<file path="src/rtl/muldiv_unit_if.sv">
`default_nettype none
// ============================================================================
// Module      : muldiv_unit_if
// Description : Request/response bundle between the execute stage and the
//               iterative multiply/divide unit.
//               master modport (pipeline side):
//                 drives  flush, in_valid, in1, in2, md_op
//                 samples in_ready, out_valid, out, busy
//               slave modport (muldiv_unit side): the mirror image.
// Revision    : 1.0 - initial release
// ============================================================================
interface muldiv_unit_if #(
  parameter int WIDTH = 32
) ();
  logic             flush;
  logic             in_valid;
  logic             in_ready;
  logic [WIDTH-1:0] in1;
  logic [WIDTH-1:0] in2;
  logic [2:0]       md_op;
  logic             out_valid;
  logic [WIDTH-1:0] out;
  logic             busy;

  modport master (
    output flush, in_valid, in1, in2, md_op,
    input  in_ready, out_valid, out, busy
  );

  modport slave (
    input  flush, in_valid, in1, in2, md_op,
    output in_ready, out_valid, out, busy
  );
endinterface
`default_nettype wire

</file>
<file path="src/rtl/muldiv_unit.sv">
`default_nettype none
// ============================================================================
// Module      : muldiv_unit
// Description : Iterative RV32M multiply/divide unit. Radix-2 shift-add
//               multiplier and restoring divider, one bit per CALC cycle,
//               followed by a sign-fix cycle and a one-cycle result pulse.
// Ports       : clk  - clock, rising edge
//               rst  - synchronous active-high reset
//               bus  - muldiv_unit_if.slave: flush, in_valid/in_ready,
//                      in1, in2, md_op, out_valid, out, busy
// Revision    : 1.0 - initial release
// ============================================================================
module muldiv_unit #(
  parameter int WIDTH = 32,
  parameter int CNT_W = $clog2(WIDTH + 1)
) (
  input  logic          clk,
  input  logic          rst,
  muldiv_unit_if.slave  bus
);

  typedef enum logic [1:0] {
    IDLE = 2'd0,
    CALC = 2'd1,
    FIX  = 2'd2,
    DONE = 2'd3
  } state_t;

  localparam logic [2:0] OP_MUL    = 3'b000;
  localparam logic [2:0] OP_MULH   = 3'b001;
  localparam logic [2:0] OP_MULHSU = 3'b010;
  localparam logic [2:0] OP_DIV    = 3'b100;
  localparam logic [2:0] OP_REM    = 3'b110;
  localparam logic [WIDTH-1:0] MIN_NEG = {1'b1, {(WIDTH-1){1'b0}}};

  state_t state, state_next;

  logic [2:0]         op_q;
  logic               neg_res;
  logic [2*WIDTH-1:0] acc;       // {product high, multiplier / product low}
  logic [WIDTH-1:0]   mcand;
  logic [WIDTH:0]     rem;
  logic [WIDTH-1:0]   quo;       // dividend shifts out, quotient shifts in
  logic [WIDTH-1:0]   divisor;
  logic [CNT_W-1:0]   cnt;
  logic [WIDTH-1:0]   out_q;
  logic               out_valid_q;

  // --------------------------------------------------------------------------
  // Acceptance and operand decode
  // --------------------------------------------------------------------------
  logic             in_ready_c, accept;
  logic             in1_signed, in2_signed, a_neg, b_neg;
  logic [WIDTH-1:0] mag1, mag2;
  logic             div_zero, div_ovf, special;
  logic [WIDTH-1:0] special_res;

  always_comb begin
    in_ready_c = ((state == IDLE) || (state == DONE)) && !bus.flush;
    accept     = bus.in_valid && in_ready_c;

    in1_signed = (bus.md_op == OP_MUL) || (bus.md_op == OP_MULH) ||
                 (bus.md_op == OP_MULHSU) || (bus.md_op == OP_DIV) ||
                 (bus.md_op == OP_REM);
    in2_signed = (bus.md_op == OP_MUL) || (bus.md_op == OP_MULH) ||
                 (bus.md_op == OP_DIV) || (bus.md_op == OP_REM);
    a_neg      = in1_signed && bus.in1[WIDTH-1];
    b_neg      = in2_signed && bus.in2[WIDTH-1];
    mag1       = a_neg ? -bus.in1 : bus.in1;
    mag2       = b_neg ? -bus.in2 : bus.in2;

    // md_op[2]: divide family, md_op[1]: remainder, md_op[0]: unsigned
    div_zero   = bus.md_op[2] && (bus.in2 == '0);
    div_ovf    = bus.md_op[2] && !bus.md_op[0] &&
                 (bus.in1 == MIN_NEG) && (bus.in2 == '1);
    special    = div_zero || div_ovf;
    if (div_zero)
      special_res = bus.md_op[1] ? bus.in1 : '1;
    else
      special_res = bus.md_op[1] ? '0 : bus.in1;
  end

  assign bus.in_ready  = in_ready_c;
  assign bus.busy      = (state == CALC) || (state == FIX);
  assign bus.out       = out_q;
  assign bus.out_valid = out_valid_q;

  // --------------------------------------------------------------------------
  // FSM
  // --------------------------------------------------------------------------
  always_ff @(posedge clk) begin
    if (rst) state <= IDLE;
    else     state <= state_next;
  end

  always_comb begin
    state_next = state;
    case (state)
      IDLE, DONE: begin
        if (accept) state_next = special ? DONE : CALC;
        else        state_next = IDLE;
      end
      CALC:       if (cnt == '0) state_next = FIX;
      FIX:        state_next = DONE;
      default:    state_next = IDLE;
    endcase
    if (bus.flush) state_next = IDLE;
  end

  // --------------------------------------------------------------------------
  // One iteration of each datapath
  // --------------------------------------------------------------------------
  logic [WIDTH:0]   mul_sum;
  logic [WIDTH+1:0] div_shift, div_diff;
  logic             div_ge;

  always_comb begin
    mul_sum   = {1'b0, acc[2*WIDTH-1:WIDTH]} +
                (acc[0] ? {1'b0, mcand} : '0);
    // Extra top bit of div_diff is the borrow of the trial subtraction.
    div_shift = {rem, quo[WIDTH-1]};
    div_diff  = div_shift - {2'b00, divisor};
    div_ge    = !div_diff[WIDTH+1];
  end

  // --------------------------------------------------------------------------
  // Sign correction and result selection
  // --------------------------------------------------------------------------
  logic [2*WIDTH-1:0] prod;
  logic [WIDTH-1:0]   fix_res;

  always_comb begin
    prod = neg_res ? -acc : acc;
    if (op_q[2])
      fix_res = op_q[1] ? (neg_res ? -rem[WIDTH-1:0] : rem[WIDTH-1:0])
                        : (neg_res ? -quo : quo);
    else
      fix_res = (op_q == OP_MUL) ? prod[WIDTH-1:0] : prod[2*WIDTH-1:WIDTH];
  end

  always_ff @(posedge clk) begin
    if (rst) begin
      op_q        <= '0;
      neg_res     <= 1'b0;
      acc         <= '0;
      mcand       <= '0;
      rem         <= '0;
      quo         <= '0;
      divisor     <= '0;
      cnt         <= '0;
      out_q       <= '0;
      out_valid_q <= 1'b0;
    end else begin
      out_valid_q <= (state_next == DONE);
      if (accept) begin
        op_q    <= bus.md_op;
        // remainder follows the dividend's sign; everything else the xor
        neg_res <= (bus.md_op[2] && bus.md_op[1]) ? a_neg : (a_neg ^ b_neg);
        acc     <= {{WIDTH{1'b0}}, mag2};
        mcand   <= mag1;
        rem     <= '0;
        quo     <= mag1;
        divisor <= mag2;
        cnt     <= CNT_W'(WIDTH - 1);
        if (special) out_q <= special_res;
      end else if (state == CALC) begin
        acc <= {mul_sum, acc[WIDTH-1:1]};
        rem <= div_ge ? div_diff[WIDTH:0] : div_shift[WIDTH:0];
        quo <= {quo[WIDTH-2:0], div_ge};
        cnt <= cnt - CNT_W'(1);
      end else if ((state == FIX) && !bus.flush) begin
        out_q <= fix_res;
      end
    end
  end

endmodule
`default_nettype wire

</file>
<file path="src/flat_wrapper.sv">
// flat-port wrapper written by rule: the top's interface ports become plain ports
module muldiv_unit_flat 
#(
  parameter int WIDTH = 32,
  parameter int CNT_W = $clog2(WIDTH + 1)
)
  (clk, rst, bus_flush, bus_in_valid, bus_in1, bus_in2, bus_md_op, bus_in_ready, bus_out_valid, bus_out, bus_busy);
  muldiv_unit_if #(.WIDTH(WIDTH)) bus_i ();
  input  logic clk;
  input  logic rst;
  input wire logic [$bits(bus_i.flush)-1:0] bus_flush;
  input wire logic [$bits(bus_i.in_valid)-1:0] bus_in_valid;
  input wire logic [$bits(bus_i.in1)-1:0] bus_in1;
  input wire logic [$bits(bus_i.in2)-1:0] bus_in2;
  input wire logic [$bits(bus_i.md_op)-1:0] bus_md_op;
  output wire logic [$bits(bus_i.in_ready)-1:0] bus_in_ready;
  output wire logic [$bits(bus_i.out_valid)-1:0] bus_out_valid;
  output wire logic [$bits(bus_i.out)-1:0] bus_out;
  output wire logic [$bits(bus_i.busy)-1:0] bus_busy;
  assign bus_i.flush = bus_flush;
  assign bus_i.in_valid = bus_in_valid;
  assign bus_i.in1 = bus_in1;
  assign bus_i.in2 = bus_in2;
  assign bus_i.md_op = bus_md_op;
  assign bus_in_ready = bus_i.in_ready;
  assign bus_out_valid = bus_i.out_valid;
  assign bus_out = bus_i.out;
  assign bus_busy = bus_i.busy;
  muldiv_unit #(.WIDTH(WIDTH), .CNT_W(CNT_W)) u_core (.clk(clk), .rst(rst), .bus(bus_i));
endmodule
</file>
<file path="config.mk">
export PLATFORM = sky130hd
export DESIGN_NAME = muldiv_unit_flat
export DESIGN_NICKNAME = d
export VERILOG_FILES = /design/src/rtl/muldiv_unit_if.sv /design/src/rtl/muldiv_unit.sv /design/src/flat_wrapper.sv
export SDC_FILE = /design/constraint.sdc
export NUM_CORES = 1
export LEC_CHECK = 0
export CORE_MARGIN = 3
export CORE_UTILIZATION = 61
export CTS_CLUSTER_SIZE = 40
export DETAILED_ROUTE_END_ITERATION = 8
export DONT_BUFFER_PORTS = 1
export PLACE_DENSITY = 0.76
export SETUP_SLACK_MARGIN = 0.2
export SLEW_MARGIN = 15
export SYNTH_ARGS = -nofsm -noshare
export SYNTH_HDL_FRONTEND = slang
export SYNTH_SLANG_ARGS = --single-unit
</file>
<file path="constraint.sdc">
create_clock -name clk -period 8.6 [get_ports clk]
set_input_delay 0.86 -clock clk [delete_from_list [all_inputs] [get_ports clk]]
set_output_delay 0.86 -clock clk [all_outputs]
set_load 0.03 [all_outputs]
</file>
; ---- After elaboration in Yosys (flattened, before gate mapping)
; Cells that the tools add are included.
[op_classes]
n_addsub = 8
eq_ne = 12
muxes = 29
n_bitwise = 1
n_reduce_logical = 32
[ops]
columns = operator, count
row1 = $mux W32, 19
row2 = $neg A32 Y32, 4
row3 = $eq A32 B32 Y1 const B, 2
row4 = $mux W64, 1
row5 = $neg A64 Y64, 1
row6 = $sub A34 B32 Y34, 1
row7 = $add A32 B32 Y33, 1
row8 = $mux W33, 1
row9 = $logic_not A32 Y1, 1
row10 = $logic_and A1 B1 Y1, 10
row11 = $mux W5, 2
row12 = $logic_or A1 B1 Y1, 9
row13 = $mux W2, 4
row14 = $eq A2 B2 Y1 const B, 3
row15 = $eq A3 B3 Y1 const B, 2
row16 = $logic_not A3 Y1, 2
row17 = $logic_not A6 Y1, 1
row18 = $pmux W2 S3, 1
row19 = $sub A6 B1 Y6 const B, 1
row20 = $reduce_bool A2 Y1, 2
row21 = $reduce_or A2 Y1, 2
row22 = $eq A3 B1 Y1 const B, 1
row23 = $eq A3 B2 Y1 const B, 1
row24 = $logic_not A1 Y1, 3
row25 = other kinds (7), 7
[totals]
register_bits = 238
word_cells = 95

; ---- Depth between registers and ports, before layout
[depth]
word_depth = 10
depth_mapped = 14

; ---- Worst setup path after synthesis
; Ideal clock, no wire load.
[synth_path]
path_type = input to register
startpoint = input port bus_in2[22]
endpoint = register u_core.out_q[27] (netlist: u_core.bus.out[27])
setup_time_ps = 86
arrival_ps = 3489
slack_ps = 5026
stages = 11
n_path_buf = 3
cell_sequence = or4_1 or3_1 or4_1 clkbuf_1 nor4bb_1 buf_2 buf_2 nand2_1 a21oi_1 a2111oi_0 a211oi_1
[synth_via]
elab_chain_cells = 5
elab_cells_between_ends = 10
cone_classes = eq/ne (2) / mux (3) / reduce/logical (5)
[synth_rtl]
columns = item, line_no
row1 = from (decl), flat_wrapper.sv:14  ; input wire logic [$bits(bus_i.in2)-1:0] bus_in2;
row2 = $eq A32 B32 Y1 or $logic_not A32 Y1 (tied branches), "muldiv_unit.sv:75, muldiv_unit.sv:73"
row3 = "$logic_and A1 B1 Y1, on equally long branches", "muldiv_unit.sv:75, muldiv_unit.sv:73"
row4 = $logic_or A1 B1 Y1 or $mux W32 (tied branches), "muldiv_unit.sv:76, muldiv_unit.sv:77"
row5 = $ne A2 B2 Y1 (no source line) or $mux W32 (tied branches), --
row6 = $reduce_and A3 Y1 (no source line) or $mux W32 (tied branches), --
row7 = to (signal assigned), muldiv_unit.sv:165  ; if (special) out_q <= special_res;
row8 = to (signal assigned), muldiv_unit.sv:172  ; out_q <= fix_res;
row9 = to (decl), muldiv_unit.sv:46  ; logic [WIDTH-1:0] out_q;
; Several ways; a longest one is shown, not always the timed one. The select of a mux whose other input is x is not followed.
; A chain may end at the register's enable or synchronous reset.

; ---- Worst setup path in the final report
[layout_path]
startpoint = register u_core.acc[0]
endpoint = register u_core.out_q[18] (netlist: u_core.bus.out[18])
[layout_via]
elab_chain_cells = 7
[layout_rtl]
columns = item, line_no
row1 = from (decl), muldiv_unit.sv:40  ; logic [2*WIDTH-1:0] acc;
row2 = from (signal assigned), muldiv_unit.sv:159  ; acc <= {{WIDTH{1'b0}}, mag2};
row3 = from (signal assigned), muldiv_unit.sv:167  ; acc <= {mul_sum, acc[WIDTH-1:1]};
row4 = $neg A64 Y64, muldiv_unit.sv:133  ; prod = neg_res ? -acc : acc;
row5 = $mux W64, muldiv_unit.sv:133
row6 = $mux W32, muldiv_unit.sv:138  ; fix_res = (op_q == OP_MUL) ? prod[WIDTH-1:0] : prod[2*WIDTH-1:WIDTH];
row7 = $mux W32, muldiv_unit.sv:134  ; if (op_q[2])
row8 = $mux W32, muldiv_unit.sv:171  ; end else if ((state == FIX) && !bus.flush) begin
row9 = $mux W32, muldiv_unit.sv:166  ; end else if (state == CALC) begin
row10 = $mux W32, muldiv_unit.sv:155  ; if (accept) begin
; No other way between the ends. The select of a mux whose other input is x is not followed.

==> summary.md <==
| Metric | Value |
|---|---|
| Pin count of the biggest net entering global routing | 136 |
| Max_cap viols | 0 |
| TritonCTS clock tree | built |
| DRC | 0 |
| Met3 Wirelength | about 6.2 mm |
| Req. time, crit path | 9.08 ns |
| Synth area leaders | dfxtp_1, mux2i_1, a21oi_1 |
| Initial antenna violation count | 1 |
| Top-Level Pins | ~110 |
| Synthesized cell area | 18,500 um2 |
| Met1 wire length | 24.6 mm |
| Synth Register Bits | 238 |
| Placed Cells | 2,606 |
| Ys Warns | 0 |
| Syn_nets | 2,500 |
| Slowest-stage cell, CP | or4_4 |
| Worst Path Buf+Inv | 2 |
| Most used DFF post-synth | dfxtp_1 |
| H-tree lvl count | 1 |
| Finished Core Util | 65.7% |
| Maximum VDD drop | between 0.0001 and 0.00015 V |
| TNS Setup | 0 ns |
| Post-synthesis sequential area ratio | 25.8% |
| NumNets Final | between 2,000 and 2,500 |
| Postcts setup bufs | 0 |
| Drt pass-1 iters | 9 |
| CTS sink cnt | 238 |
| Starting Density | 62.1% |
| Share of layout cells above drive strength 1 | 5.11% |
| Grt ovf | 0 |
| Footprint of the multi-input gates | 12,800 um2 |
| Routed WL per cell | 23.2 um |
| Worst r2r src | u_core.acc[0] |
| PostCTS Resize Cnt | 0 |
| Number of enable flip-flop cells after synthesis | 0 |
| Core Area | roughly 30,000 um2 |
| Final Slew Violations | 0 |
| Synth cell types | 85 |
| Largest delay share family, worst path | simple AND/OR/NAND/NOR gates |
| CP startpoint | u_core.acc[0] |
| Via Count | 18,400 |
| First-pass GRT wire length | between 90 and 100 mm |
| Syn avg cell area | 7.84 um2 |
| Cells after synthesis | 2,353 |
| Site Rows | 63 |
| DIE WIDTH | roughly 180 um |
| Worst Path Max Fanout | 36 |
| Async set-reset flop share out of synthesis | 0% |
| Hold_buf cts | 0 |
| CTS root buffer | clkbuf_16 |
| Sequential cell area | 4770 um2 |
| Routability Congestion | 0.981 |
| Worst-Margin Slew | 1.30 ns |
| Layout Cells excl Fill | 2,659 |
| Final Hold Slack | 0.370 ns |
| Hold Path Origin | rst |
| Port-buffer cells | 0 |
| Slowest cell delay on critical path | roughly 0.64 ns |
| Detailed Route WL | between 60 and 70 mm |
| GRT Resource Usage Total | around 36% |
| F_max | 237 MHz |
| Met2 WL | 27.5 mm |
| CP Class | register to register |
| Cell Chain, Critical Path | buf_4 -> inv_1 -> ha_1 -> nor4b_1 -> nand2_1 -> or4_4 -> or2_0 -> o21ai_1 -> o21ai_0 -> a2111oi_0 -> o21ai_1 -> a31oi_1 |
| Clock Tree Buf Depth | 3 |
| Area grow syn2layout | 5.75% |
| Tightest Hold Check Type | input pin to register |
| Setup crit end kind | register |
| Worst rel slew slack | 12.0% |
| Clk_lat worst skew | 0.57 ns |
| Most used cell, CP | o21ai_1 |
| Vias per Instance | around 6.9 |
| Filler Cells Inserted | 2,579 |
| Reg clk slew, reported paths | 0.06 ns |
| Leading area contributor after synthesis | dfxtp_1 |
| RSZ-0062 raised after global routing | false |
| Status | finished clean |
| Detailed Place HPWL | between 40 and 50 mm |
| Die height | 180 um |
| Clock skew | ~0.021 ns |
| CP startpoint kind | register |
| Initial detailed-routing violation count | about 2,100 |
| Antenna Violating Nets Remaining | 0 |
| Static Leak | a little over 7 nW |
| PD cells | 167 nW/um2 |
| Vias in the first global route | 16,700 |
| Die area | ~32,000 um2 |
| Worst EP arrival | between 4 and 5 ns |
| Final setup viols | 0 |
| Final hold viol count | 0 |
| Top-area cell type share of the netlist area | 25.8% |
| Max Used Layer | met4 |
| Final period util | 49.0% |
| CTS Buf Count | 28 |
| Tmin final | 4.21 ns |
stage by stage:
stage	worst slack [ns]	area, um2	power (mW)
after floorplan	5.03	18500	1.83
after global placement	4.34	18500	1.99
after detailed placement	4.15	18500	2.01
after CTS	4.57	19500	3.25
after global routing	4.26	19500	3.38
final	4.39	19500	3.26
metal layers:
layer / GRT usage, % / vias to the layer above
li1: - / 8542
met1: 47.2 / 8697
met4: 14.9 / 0
met5: 0 / -
met3: 6.88 / 204
met2: 57.1 / 966
registers in the layout (all words and copies together) (netlist names):
name                  count
u_core.acc               64
u_core.bus.out           32
u_core.bus.out_valid      1
u_core.cnt                6
u_core.divisor           32
u_core.mcand             32
u_core.neg_res            1
u_core.op_q               3
u_core.quo               32
u_core.rem               33
u_core.state              2
final timing paths:
check / end / slack [ns] / cells past startpoint
setup / recovery: u_core.bus.out[18] / 4.39 / 12
hold reg to reg: u_core.mcand[17] / 0.46 / 1
setup reg to reg: u_core.bus.out[18] / 4.39 / 12
hold / removal: u_core.cnt[0] / 0.37 / 1
report_power, final:
group | switching (mW) | leakage [nW] | internal [mW]
clock network | 0.510 | 0.476 | 0.743
registers | 0.0683 | 1.94 | 1.16
logic | 0.483 | 4.70 | 0.303
total | 1.06 | 7.12 | 2.20
placed cells by master (no fill, tap or decap), drive strengths merged, types with 40 or more instances in the layout:
cell      n
mux2i   102
nand2   156
dfxtp   238
a211oi   93
a21boi   57
nor3     76
a21oi   189
ha       74
o31ai    44
xor2     89
o21ai   137
and2     49
nand3    40
clkbuf   41
inv      71
nor2    175
xnor2   101
synth_stat cells (all sizes together), types with 11 or more instances:
cell type  number
a221oi         11
a211oi         93
nor4           30
nand2b         15
nand2         156
nand4          21
inv            71
buf            38
o31ai          44
o41ai          22
ha             74
a31oi          21
xnor2         101
o21ai         137
a311oi         11
maj3           28
o21a           29
or4            37
mux2i         102
nor2b          22
xor2           89
clkbuf        126
a21oi         189
dfxtp         238
o21bai         13
nand3b         11
nor2          175
a21o           31
nand3          40
nor3           76
a21boi         57
and3           17
or2            11
or3            25
a2111oi        11
o211ai         20
and2           49
kinds of logic after synthesis:
group / count (synthesis) / share of synthesized area (%)
AOI/OAI and AO/OA: 770 / 27.9
xor gates and xnor gates: 190 / 9.02
adders and majority gates: 104 / 6.75
buffers and inverters: 235 / 4.97
DFF: 238 / 25.8
muxes: 108 / 5.96
and+or+nand+nor: 708 / 19.6
final cells by class:
| cell class | instances | area share (%) |
|---|---|---|
| flip-flops and latches | 238 | 24.4 |
| diodes | 1 | 0.0128 |
| inverters | 71 | 1.37 |
| clock inverters | 11 | 0.583 |
| clock buffers | 41 | 4.36 |
| multi-input cells | 1880 | 65.7 |
| well taps | 390 | 2.50 |
| repair buffers | 27 | 1.04 |
No activity file was read; power rests on OpenSTA's default activity.
